## src/rtl/mio_wait_responder.sv

```systemverilog
// Wait-state bus target with a 32-bit FIFO mailbox plus status/control registers.
// Optional threshold interrupt is enabled by defining MIO_RESP_IRQ_EN.
module mio_wait_responder #(
  parameter logic [3:0] BASE_NIBBLE = 4'hD,
  parameter int         WAIT_CYCLES = 2,
  parameter int         DEPTH_LOG2  = 3
) (
  input  logic                clk,
  input  logic                rst,
  input  logic                CPU_MIO,
  input  logic                mem_w,
  input  logic [31:0]         addr_bus,
  input  logic [31:0]         Cpu_data2bus,
  output logic [31:0]         Cpu_data4bus,
  output logic                MIO_ready,
  output logic [DEPTH_LOG2:0] fifo_count,
  output logic                fifo_empty,
  output logic                fifo_full
`ifdef MIO_RESP_IRQ_EN
  ,
  input  logic [DEPTH_LOG2:0] irq_thresh,
  output logic                fifo_irq
`endif
);

  localparam int DEPTH = 1 << DEPTH_LOG2;

  localparam logic [1:0] IDLE = 2'd0;
  localparam logic [1:0] WAIT = 2'd1;
  localparam logic [1:0] ACK  = 2'd2;
  localparam logic [1:0] HOLD = 2'd3;

  localparam logic [1:0] REG_DATA   = 2'd0;
  localparam logic [1:0] REG_STATUS = 2'd1;
  localparam logic [1:0] REG_CTRL   = 2'd2;

  logic [1:0]            state;
  logic [3:0]            wait_cnt;
  logic                  lat_w;
  logic [1:0]            lat_sel;
  logic [31:0]           lat_data;
  logic [DEPTH_LOG2:0]   wr_ptr, rd_ptr;
  logic                  overflow, underflow;
  logic [31:0]           mem [DEPTH];
  logic                  hit, irq_bit;
  logic                  do_push, do_pop, do_flush;
  logic [5:0]            count6;
  logic [31:0]           status, rd_data;
  logic                  unused_bits;

  assign hit        = CPU_MIO && (addr_bus[31:28] == BASE_NIBBLE);
  assign fifo_count = wr_ptr - rd_ptr;
  assign fifo_empty = (wr_ptr == rd_ptr);
  // Same slot but different lap bit means the writer is a full lap ahead.
  assign fifo_full  = (wr_ptr[DEPTH_LOG2] != rd_ptr[DEPTH_LOG2]) &&
                      (wr_ptr[DEPTH_LOG2-1:0] == rd_ptr[DEPTH_LOG2-1:0]);
  assign count6     = 6'(fifo_count);
  assign unused_bits = ^{addr_bus[27:4], addr_bus[1:0]};

`ifdef MIO_RESP_IRQ_EN
  always_ff @(posedge clk or posedge rst) begin
    if (rst) fifo_irq <= 1'b0;
    else     fifo_irq <= (irq_thresh != '0) && (fifo_count >= irq_thresh);
  end
  assign irq_bit = fifo_irq;
`else
  assign irq_bit = 1'b0;
`endif

  assign status = {21'b0, irq_bit, underflow, overflow, fifo_full, fifo_empty, count6};

  assign do_push  = (state == ACK) && lat_w && (lat_sel == REG_DATA) && !fifo_full;
  assign do_pop   = (state == ACK) && !lat_w && (lat_sel == REG_DATA) && !fifo_empty;
  assign do_flush = (state == ACK) && lat_w && (lat_sel == REG_CTRL) && lat_data[0];

  always_comb begin
    rd_data = 32'h0;
    if (!lat_w) begin
      case (lat_sel)
        REG_DATA:   if (!fifo_empty) rd_data = mem[rd_ptr[DEPTH_LOG2-1:0]];
        REG_STATUS: rd_data = status;
        default:    rd_data = 32'h0;
      endcase
    end
  end

  always_ff @(posedge clk) begin
    if (do_push) mem[wr_ptr[DEPTH_LOG2-1:0]] <= lat_data;
  end

  always_ff @(posedge clk or posedge rst) begin
    if (rst) begin
      state        <= IDLE;
      wait_cnt     <= '0;
      lat_w        <= 1'b0;
      lat_sel      <= '0;
      lat_data     <= '0;
      wr_ptr       <= '0;
      rd_ptr       <= '0;
      overflow     <= 1'b0;
      underflow    <= 1'b0;
      MIO_ready    <= 1'b0;
      Cpu_data4bus <= '0;
    end else begin
      case (state)
        IDLE: if (hit) begin
          lat_w    <= mem_w;
          lat_sel  <= addr_bus[3:2];
          lat_data <= Cpu_data2bus;
          wait_cnt <= 4'(WAIT_CYCLES);
          state    <= WAIT;
        end
        WAIT: begin
          if (!CPU_MIO)             state <= IDLE;
          else if (wait_cnt == '0)  state <= ACK;
          else                      wait_cnt <= wait_cnt - 4'd1;
        end
        ACK: begin
          if (do_flush) begin
            wr_ptr    <= '0;
            rd_ptr    <= '0;
            overflow  <= 1'b0;
            underflow <= 1'b0;
          end
          if (do_push) wr_ptr <= wr_ptr + 1'b1;
          if (do_pop)  rd_ptr <= rd_ptr + 1'b1;
          if (lat_w && lat_sel == REG_DATA && fifo_full)    overflow  <= 1'b1;
          if (!lat_w && lat_sel == REG_DATA && fifo_empty)  underflow <= 1'b1;
          Cpu_data4bus <= rd_data;
          MIO_ready    <= 1'b1;
          state        <= HOLD;
        end
        default: if (!CPU_MIO) begin
          MIO_ready    <= 1'b0;
          Cpu_data4bus <= '0;
          state        <= IDLE;
        end
      endcase
    end
  end

endmodule

```

## config.mk

```make
export PLATFORM = sky130hd
export DESIGN_NAME = mio_wait_responder
export DESIGN_NICKNAME = d
export VERILOG_FILES = /design/src/rtl/mio_wait_responder.sv
export SDC_FILE = /design/constraint.sdc
export NUM_CORES = 1
export LEC_CHECK = 0
export BUFFER_PORTS_ARGS = -buffer_cell sky130_fd_sc_hd__buf_2
export CAP_MARGIN = 20
export CORE_ASPECT_RATIO = 1.75
export CORE_UTILIZATION = 25
export DETAILED_ROUTE_END_ITERATION = 8
export MAX_ROUTING_LAYER = met4
export REMOVE_ABC_BUFFERS = 1
export SYNTH_ARGS = -nofsm -noshare
export SYNTH_HDL_FRONTEND = slang
export SYNTH_SLANG_ARGS = --single-unit
```

## constraint.sdc

```tcl
create_clock -name clk -period 6.6 [get_ports clk]
set_input_delay 0 -clock clk [delete_from_list [all_inputs] [get_ports clk]]
set_output_delay 0 -clock clk [all_outputs]
set_load 0.005 [all_outputs]
```

# After elaboration in Yosys (flattened, before gate mapping)
# Memory sizes are Yosys's and may differ from the RTL's.
# Index checks and enable logic that the tools add are counted.
word_totals:
  word_cells: 89
  mem_count: 1
  ram_bits: 256
  reg_bits: 84
memory_table:
  columns: ["name", "words", "width", "rd", "rd_ports_with_merged_regs", "write_ports", "line", "rtl"]
  rows:
  - ["mem", 8, 32, 1, 0, 1, "44", "logic [31:0] mem [DEPTH];"]
classes:
  n_reduce_logical: 34
  n_eq_ne: 14
  muxes: 24
  add_sub_neg: 4
  n_bitwise: 1
op_table:
  columns: ["operator", "count"]
  rows:
  - ["$pmux W32 S2", 2]
  - ["$mux W32", 3]
  - ["$mux W4", 6]
  - ["$logic_and A1 B1 Y1", 14]
  - ["$reduce_and A2 Y1", 6]
  - ["$reduce_bool A2 Y1", 5]
  - ["$add A4 B1 Y4 const B", 2]
  - ["$mux W2", 4]
  - ["$pmux W4 S2", 1]
  - ["$mux W1", 6]
  - ["$ne A2 B2 Y1 const B", 3]
  - ["$pmux W2 S3", 1]
  - ["$eq A2 B1 Y1 const B", 2]
  - ["$eq A2 B2 Y1 const B", 2]
  - ["$eq A4 B4 Y1", 1]
  - ["$eq A4 B4 Y1 const B", 1]
  - ["$logic_not A2 Y1", 2]
  - ["$logic_not A4 Y1", 1]
  - ["$ne A4 B1 Y1 const B", 1]
  - ["$reduce_and A4 Y1", 1]
  - ["$sub A4 B1 Y4 const B", 1]
  - ["$sub A4 B4 Y4", 1]
  - ["$eq A3 B3 Y1", 1]
  - ["$logic_not A1 Y1", 3]
  - ["other kinds (7)", 7]

# Depth between registers and ports, before layout
# Gate-level depths: netlist (run 1).
depth:
  depth_word: 6
  depth_mapped: 9
  depth_no_buf: 7

# Least setup slack after synthesis (run 1)
# OpenSTA, ideal clock, no wires.
synth_timing:
  path_kind: "register to register"
  from: "reg rd_ptr[1]"
  to: "mem mem[0][0], enable pin"
  required_time_ns: 6.139
  path_slack_ns: 1.947
  setup_ns: 0.461
  arrival_time_ns: 4.192
  path_stages_with_launch: 9
  period_less_slack_ns: 4.653
  path_cell_list: "dfrtp_1 buf_1 clkbuf_1 inv_1 ha_1 nand3_1 o2111a_1 nand2_1 nor3_1"
synth_via:
  elab_chain_len: 6
synth_lines:
  columns: ["element", "line", "rtl"]
  rows:
  - ["start, declared", "42", "logic [DEPTH_LOG2:0] wr_ptr, rd_ptr;"]
  - ["start signal, assigned", "126", "if (do_pop) rd_ptr <= rd_ptr + 1'b1;"]
  - ["$eq A3 B3 Y1", "56", "(wr_ptr[DEPTH_LOG2-1:0] == rd_ptr[DEPTH_LOG2-1:0]);"]
  - ["$logic_and A1 B1 Y1", "55", "assign fifo_full = (wr_ptr[DEPTH_LOG2] != rd_ptr[DEPTH_LOG2]) &&"]
  - ["$logic_not A1 Y1", "72", "assign do_push = (state == ACK) && lat_w && (lat_sel == REG_DATA) && !fifo_full;"]
  - ["$logic_and A1 B1 Y1", "72", null]
  - ["$mux W1", "88", "if (do_push) mem[wr_ptr[DEPTH_LOG2-1:0]] <= lat_data;"]
  - ["$mux W1 (implied by the code)", "88", null]
  - ["end, declared", "44", null]
# No other way between the ends.

# Final worst setup path (run 1)
layout_timing:
  from: "reg rd_ptr[1]"
  to: "mem mem[4][25], enable pin"
# Same word-level chain as after synthesis.

==> results.yml, run 1 <==
outcome:
  status: "completed"
clock_network:
  holdBufCountCts: 39
  clkLatencyLatePin_ns: 0.54
  cts_sinks: 340
  cts_tree: "done"
  postCtsSetupBuffers: 0
  clockBufferDepth: 3
  post_cts.resized_instances: 0
  cts_buffers: 27
  h-tree-depth: 1
  clk_pin_slew_ns: 0.07
  clockRootBuffer: "clkbuf_16"
logic_synthesis:
  ys.flop_type: "edfxtp_1"
  syn_inst: 673
  synth-seq-cells: 340
  synth_top_area_frac: 0.588
  synth-edff-count: 256
  netlist_area_um2: 13100
  yosys-top-cells-area: "edfxtp_1 59%, dfrtp_1 16%, mux4_2 11%, mux2_2 3.0%, mux2i_1 2.5%"
  ys_seq_area_frac: 0.749
  synth_top_cell_by_area: "edfxtp_1"
  synthArstFlopShare: 0.247
  syn_avg_cell_area_um2: 19.4
  synth_warnings: 0
  synth_cell_types: 43
route:
  via_per_inst: 4.27
  drt-met1-wl_um: 11200
  drt-total-wl_um: 27200
  wl_met3_um: 797
  dr.first_iter.drc_count: 431
  vias: 6371
  route.detailed.drc: 0
  wl_per_cell_um: 18.2
  dr_wl_met2_um: 14500
  maxUsedRoutingLayer: "met4"
  ant_nets: 0
  dr.pass1.iters: 4
placement:
  port_buffers: 80
  place_hpwl_um: 16400
  dp_cells: 1405
  postPlaceCellArea_um2: 14300
  gp_congestion: 0.717
critical_path:
  crit_family: "flip-flops"
  required_ns: 6.81
  cpMaxStageDelayCell: "dfrtp_4"
  path_class: "flop to flop"
  endpoint_kind: "flop"
  critPathArrivalTime_ns: 3.90
  path_cells: "inv_1 -> ha_1 -> nand3_1 -> o2111a_1 -> nand2_1 -> nor2_4 -> buf_4"
  max_stage_delay_ns: 1.11
  cp_num_buf_inv: 2
  crit_path_start_kind: "flop"
  path_max_fanout: 68
final_layout:
  fillers: 5070
  diodes: 0
  area_growth_pct: 19.3
  drive_gt1_frac: 0.309
  nets: 877
  final_cells: 1493
  layout_common_cells: "256 x edfxtp_1, 82 x dfrtp_1, 80 x buf_2"
  layout_commonest_cell: "edfxtp_1"
  fin_area_um2: 15600
sta:
  hold_violations: 0
  fmax_ghz: 0.271
  maxSlewViolCount: 0
  rsz0062_at_grt: "false"
  setup_tns_ns: 0
  maxSlewHeadroom: 0.301
  min_period_ns: 3.69
  worst_slew_pin_slew_ns: 1.05
  finalSetupViolCount: 0
  fin_skew_ns: 0.00651
  period_share: 0.559
power:
  power.leakage_nw: 5.71
  vdd_drop_max_mv: 0.165
  totalPowerFinal_mw: 5.99
  p_per_area_nw_per_um2: 384
die:
  die_h_um: 304
  start_util: 0.254
  die_w_um: 175
  rows: 110
  dieArea_um2: 53200
  ioPinCount: 107
  core_area_um2: 51500
grt:
  grt_pass1_vias: 6991
  antenna_found_initial: 0
  grt_max_degree: 69
  grt_overflow: 0
  grtUsageTotal: 0.107
  grt_pass1_wl_um: 42000
job:
  cap_violations: 0
hold_path:
  hold_class: "input pin to flop"
-- final timing paths --
path,from,end,slack [ns],cells past startpoint
max in group asynchronous,rst,rd_ptr[0],4.76,5
hold reg to reg,Cpu_data4bus[27],Cpu_data4bus[27],0.48,2
min in group asynchronous,rst,lat_data[17],0.55,4
setup / recovery,rd_ptr[1],mem[4][25],2.91,7
setup reg to reg,rd_ptr[1],mem[4][25],2.91,7
hold / removal,Cpu_data2bus[10],lat_data[10],0.22,3
-- cell families (layout without fill, tap and decap cells) --
group / Yosys count / in the layout / share of synthesized area
compound gates: 61 / 61 / 0.0282
xor+xnor: 6 / 6 / 0.00402
fa+ha+maj: 8 / 8 / 0.00823
buf+inv: 48 / 196 / 0.0155
flops: 340 / 340 / 0.749
mux: 133 / 133 / 0.167
simple gates: 77 / 77 / 0.0280
-- worst min-delay path, stage by stage --
cell	delay (ns)
dlygate4sd3_1	0.51
buf_2	0.09
mux2_2	0.13
-- synthesized netlist by cell type (4+ instances only) --
library cell  number
o21ai_0           37
inv_1             13
a22oi_1            6
xnor2_1            4
mux4_2            64
edfxtp_1         256
buf_2              9
ha_1               7
nor3_1             5
nand2_1           40
clkbuf_1          19
mux2_2            35
nand3_1            6
dfrtp_1           84
buf_1              4
mux2i_1           33
nor2_1            10
a21oi_1            4
-- metal layers --
| layer | up-vias | track usage |
|---|---|---|
| li1 | 2910 | - |
| met1 | 3331 | 0.125 |
| met2 | 98 | 0.189 |
| met3 | 32 | 0.0122 |
| met4 | 0 | 0.0356 |
| met5 | - | - |
-- power breakdown --
part / total, mW / internal, mW / leakage, nW / switching (mW)
Clock: 1.62 / 0.884 / 0.426 / 0.732
Sequential: 3.05 / 2.66 / 3.46 / 0.383
Combinational: 1.32 / 0.694 / 1.83 / 0.627
Total: 5.99 / 4.24 / 5.71 / 1.74
-- flip-flops by register name (all words and copies together) (netlist names) --
name          flops
Cpu_data4bus     32
wr_ptr            4
lat_w             1
overflow          1
lat_data         32
lat_sel           2
rd_ptr            4
underflow         1
wait_cnt          4
mem             256
state             2
MIO_ready         1
-- area by class of cell --
cell class	count	area [um^2]	share of cell area
clock buffer	32	704	0.0452
clock inverter	17	168	0.0108
inverter	14	55.1	0.00353
multi-input combinational	285	3130	0.201
sequential	340	9800	0.628
tap	672	841	0.0539
timing repair buffer	133	896	0.0575
-- per-stage QoR --
| stage | worst slack (ns) | utilization | hold WS [ns] |
|---|---|---|---|
| floorplan | 0.236 | - | 0.124 |
| global placement | 2.84 | 0.278 | -0.000857 |
| detailed placement | 2.83 | 0.278 | 0.000343 |
| CTS | 2.81 | 0.303 | 0.200 |
| global route | 2.69 | 0.303 | 0.225 |
| finish | 2.91 | 0.303 | 0.222 |
Power figures use the tool's default switching activity.
==> inputs of run 2 (changes only) <==
Clock period 6.6 ns to 3.7 ns, I/O delays scaled along.
==> run 2 against run 1 <==
Design area is 0.80% higher. Clock skew is 0.0078 ns higher. Sequential share of layout area is 0.50 points lower. Critical path depth is 1 lower. Total power is 82% higher.
==> results.yml, run 2 (synthesis results as in run 1) <==
outcome:
  status: "completed"
final_layout:
  largest_reg_flops: 256
  fin_area_um2: 15700
  layout_common_cells: "256 x edfxtp_1, 82 x dfrtp_1, 80 x buf_2"
  final_util: 0.305
  nets: 882
  drive_gt1_frac: 0.317
  area_growth_pct: 20.3
  fillers: 5112
  layout_commonest_cell: "edfxtp_1"
  final_cells: 1500
grt:
  grt_pass1_wl_um: 42400
  grt_pass1_vias: 7024
  grt_max_degree: 68
  grt_overflow: 0
  antenna_found_initial: 1
  grtUsageTotal: 0.109
placement:
  dp_cells: 1410
  gp_congestion: 0.734
  place_hpwl_um: 16600
  port_buffers: 80
  postPlaceCellArea_um2: 14400
clock_network:
  clkLatencyLatePin_ns: 0.56
  h-tree-depth: 1
  cts_buffers: 27
  cts_sinks: 340
  clockBufferDepth: 3
  clk_pin_slew_ns: 0.07
  cts_tree: "done"
  clockRootBuffer: "clkbuf_16"
route:
  vias: 6474
  dr.first_iter.drc_count: 400
  dr.pass1.iters: 4
  drt-met1-wl_um: 11200
  route.detailed.drc: 0
  ant_nets: 0
  maxUsedRoutingLayer: "met4"
  wl_per_cell_um: 18.6
  dr_wl_met2_um: 15100
  drt-total-wl_um: 27900
  via_per_inst: 4.32
  wl_met3_um: 908
sta:
  whs_ns: 0.138
  finalSetupViolCount: 0
  hold_violations: 0
  min_period_ns: 2.75
  period_share: 0.743
  maxSlewViolCount: 0
  fin_skew_ns: 0.0143
  fmax_ghz: 0.364
  rsz0062_at_grt: "false"
  worst_slew_pin_slew_ns: 0.983
  maxSlewHeadroom: 0.344
  setup_tns_ns: 0
die:
  ioPinCount: 107
  core_area_um2: 51500
  die_w_um: 175
  die_h_um: 304
  dieArea_um2: 53200
  rows: 110
  start_util: 0.254
critical_path:
  reg2reg_setup_slack_ns: 0.95
  path_max_fanout: 32
  endpoint_kind: "flop"
  r2r-start: "rd_ptr[0]"
  required_ns: 3.89
  r2r_end: "mem[6][16]"
  path_class: "flop to flop"
  crit_path_start_kind: "flop"
  critPathArrivalTime_ns: 2.94
  reg2regPathDepth: 6
power:
  p_per_area_nw_per_um2: 694
  vdd_drop_max_mv: 0.300
  power.leakage_nw: 5.79
hold_path:
  hold_class: "input pin to async pin"
job:
  cap_violations: 0
==> run 2: cell types whose count changed in the layout (fill, tap and decap cells not counted), sizes merged, moves of 2 or more <==
cell      previous run  this run
clkinvlp             2         0
inv                 15        17
buf                 94        99
clkbuf              32        37
clkinv              11         6
==> run 2: metrics by stage <==
| step | power, mW | worst slack, ns |
|---|---|---|
| 2_1_floorplan | 6.99 | -2.66 |
| 3_5_place_dp | 7.99 | 0.928 |
| 5_1_grt | 11.5 | 0.774 |
| 6_report | 10.9 | 0.950 |
| 4_1_cts | 11.1 | 0.906 |
| 3_3_place_gp | 7.91 | 0.952 |
==> run 2: how the worst max path moves through the flow <==
stage / from / end / slack [ns] / cells past startpoint
after floorplan: rd_ptr[0] / mem[0][0] / -2.66 / 5
after global placement: rd_ptr[0] / mem[0][19] / 0.95 / 6
after detailed placement: rd_ptr[0] / mem[0][19] / 0.93 / 6
after CTS: rd_ptr[0] / mem[0][1] / 0.91 / 6
after global routing: rd_ptr[0] / mem[0][4] / 0.77 / 6
final: rd_ptr[0] / mem[6][16] / 0.95 / 6
==> run 2: critical path, cell delays in order (launching register included) <==
cell and delay [ns]:
dfrtp_4 0.59, ha_1 0.34, nand3_1 0.16, o2111a_1 0.33
nand2_1 0.26, nor2_4 0.13, buf_4 0.54
==> run 2: repair_timing <==
action	4_1_cts	5_1_grt
hold endpoints to repair	89	0
hold buffers	39	0
buffers inserted	0	0
gates resized for setup	0	0
==> run 2: per-layer routing <==
layer  up-vias  GRT usage
met2       109      0.196
li1       2913          -
met4         0     0.0344
met5         -          -
met3        35     0.0139
met1      3417      0.123
==> run 2: cell type report <==
| cell class | instances | area (um^2) | share of cell area |
|---|---|---|---|
| well taps | 672 | 841 | 0.0535 |
| diodes | 1 | 2.50 | 0.000159 |
| clock inverters | 13 | 181 | 0.0115 |
| inverters | 14 | 55.1 | 0.00350 |
| flip-flops and latches | 340 | 9800 | 0.623 |
| multi-input cells | 285 | 3130 | 0.199 |
| repair buffers | 138 | 946 | 0.0602 |
| clock buffers | 37 | 763 | 0.0486 |
==> run 2: where the power goes <==
part | internal, mW | switching [mW] | leakage (nW)
Sequential | 4.76 | 0.468 | 3.46
Combinational | 1.26 | 1.34 | 1.86
Clock | 1.74 | 1.35 | 0.468
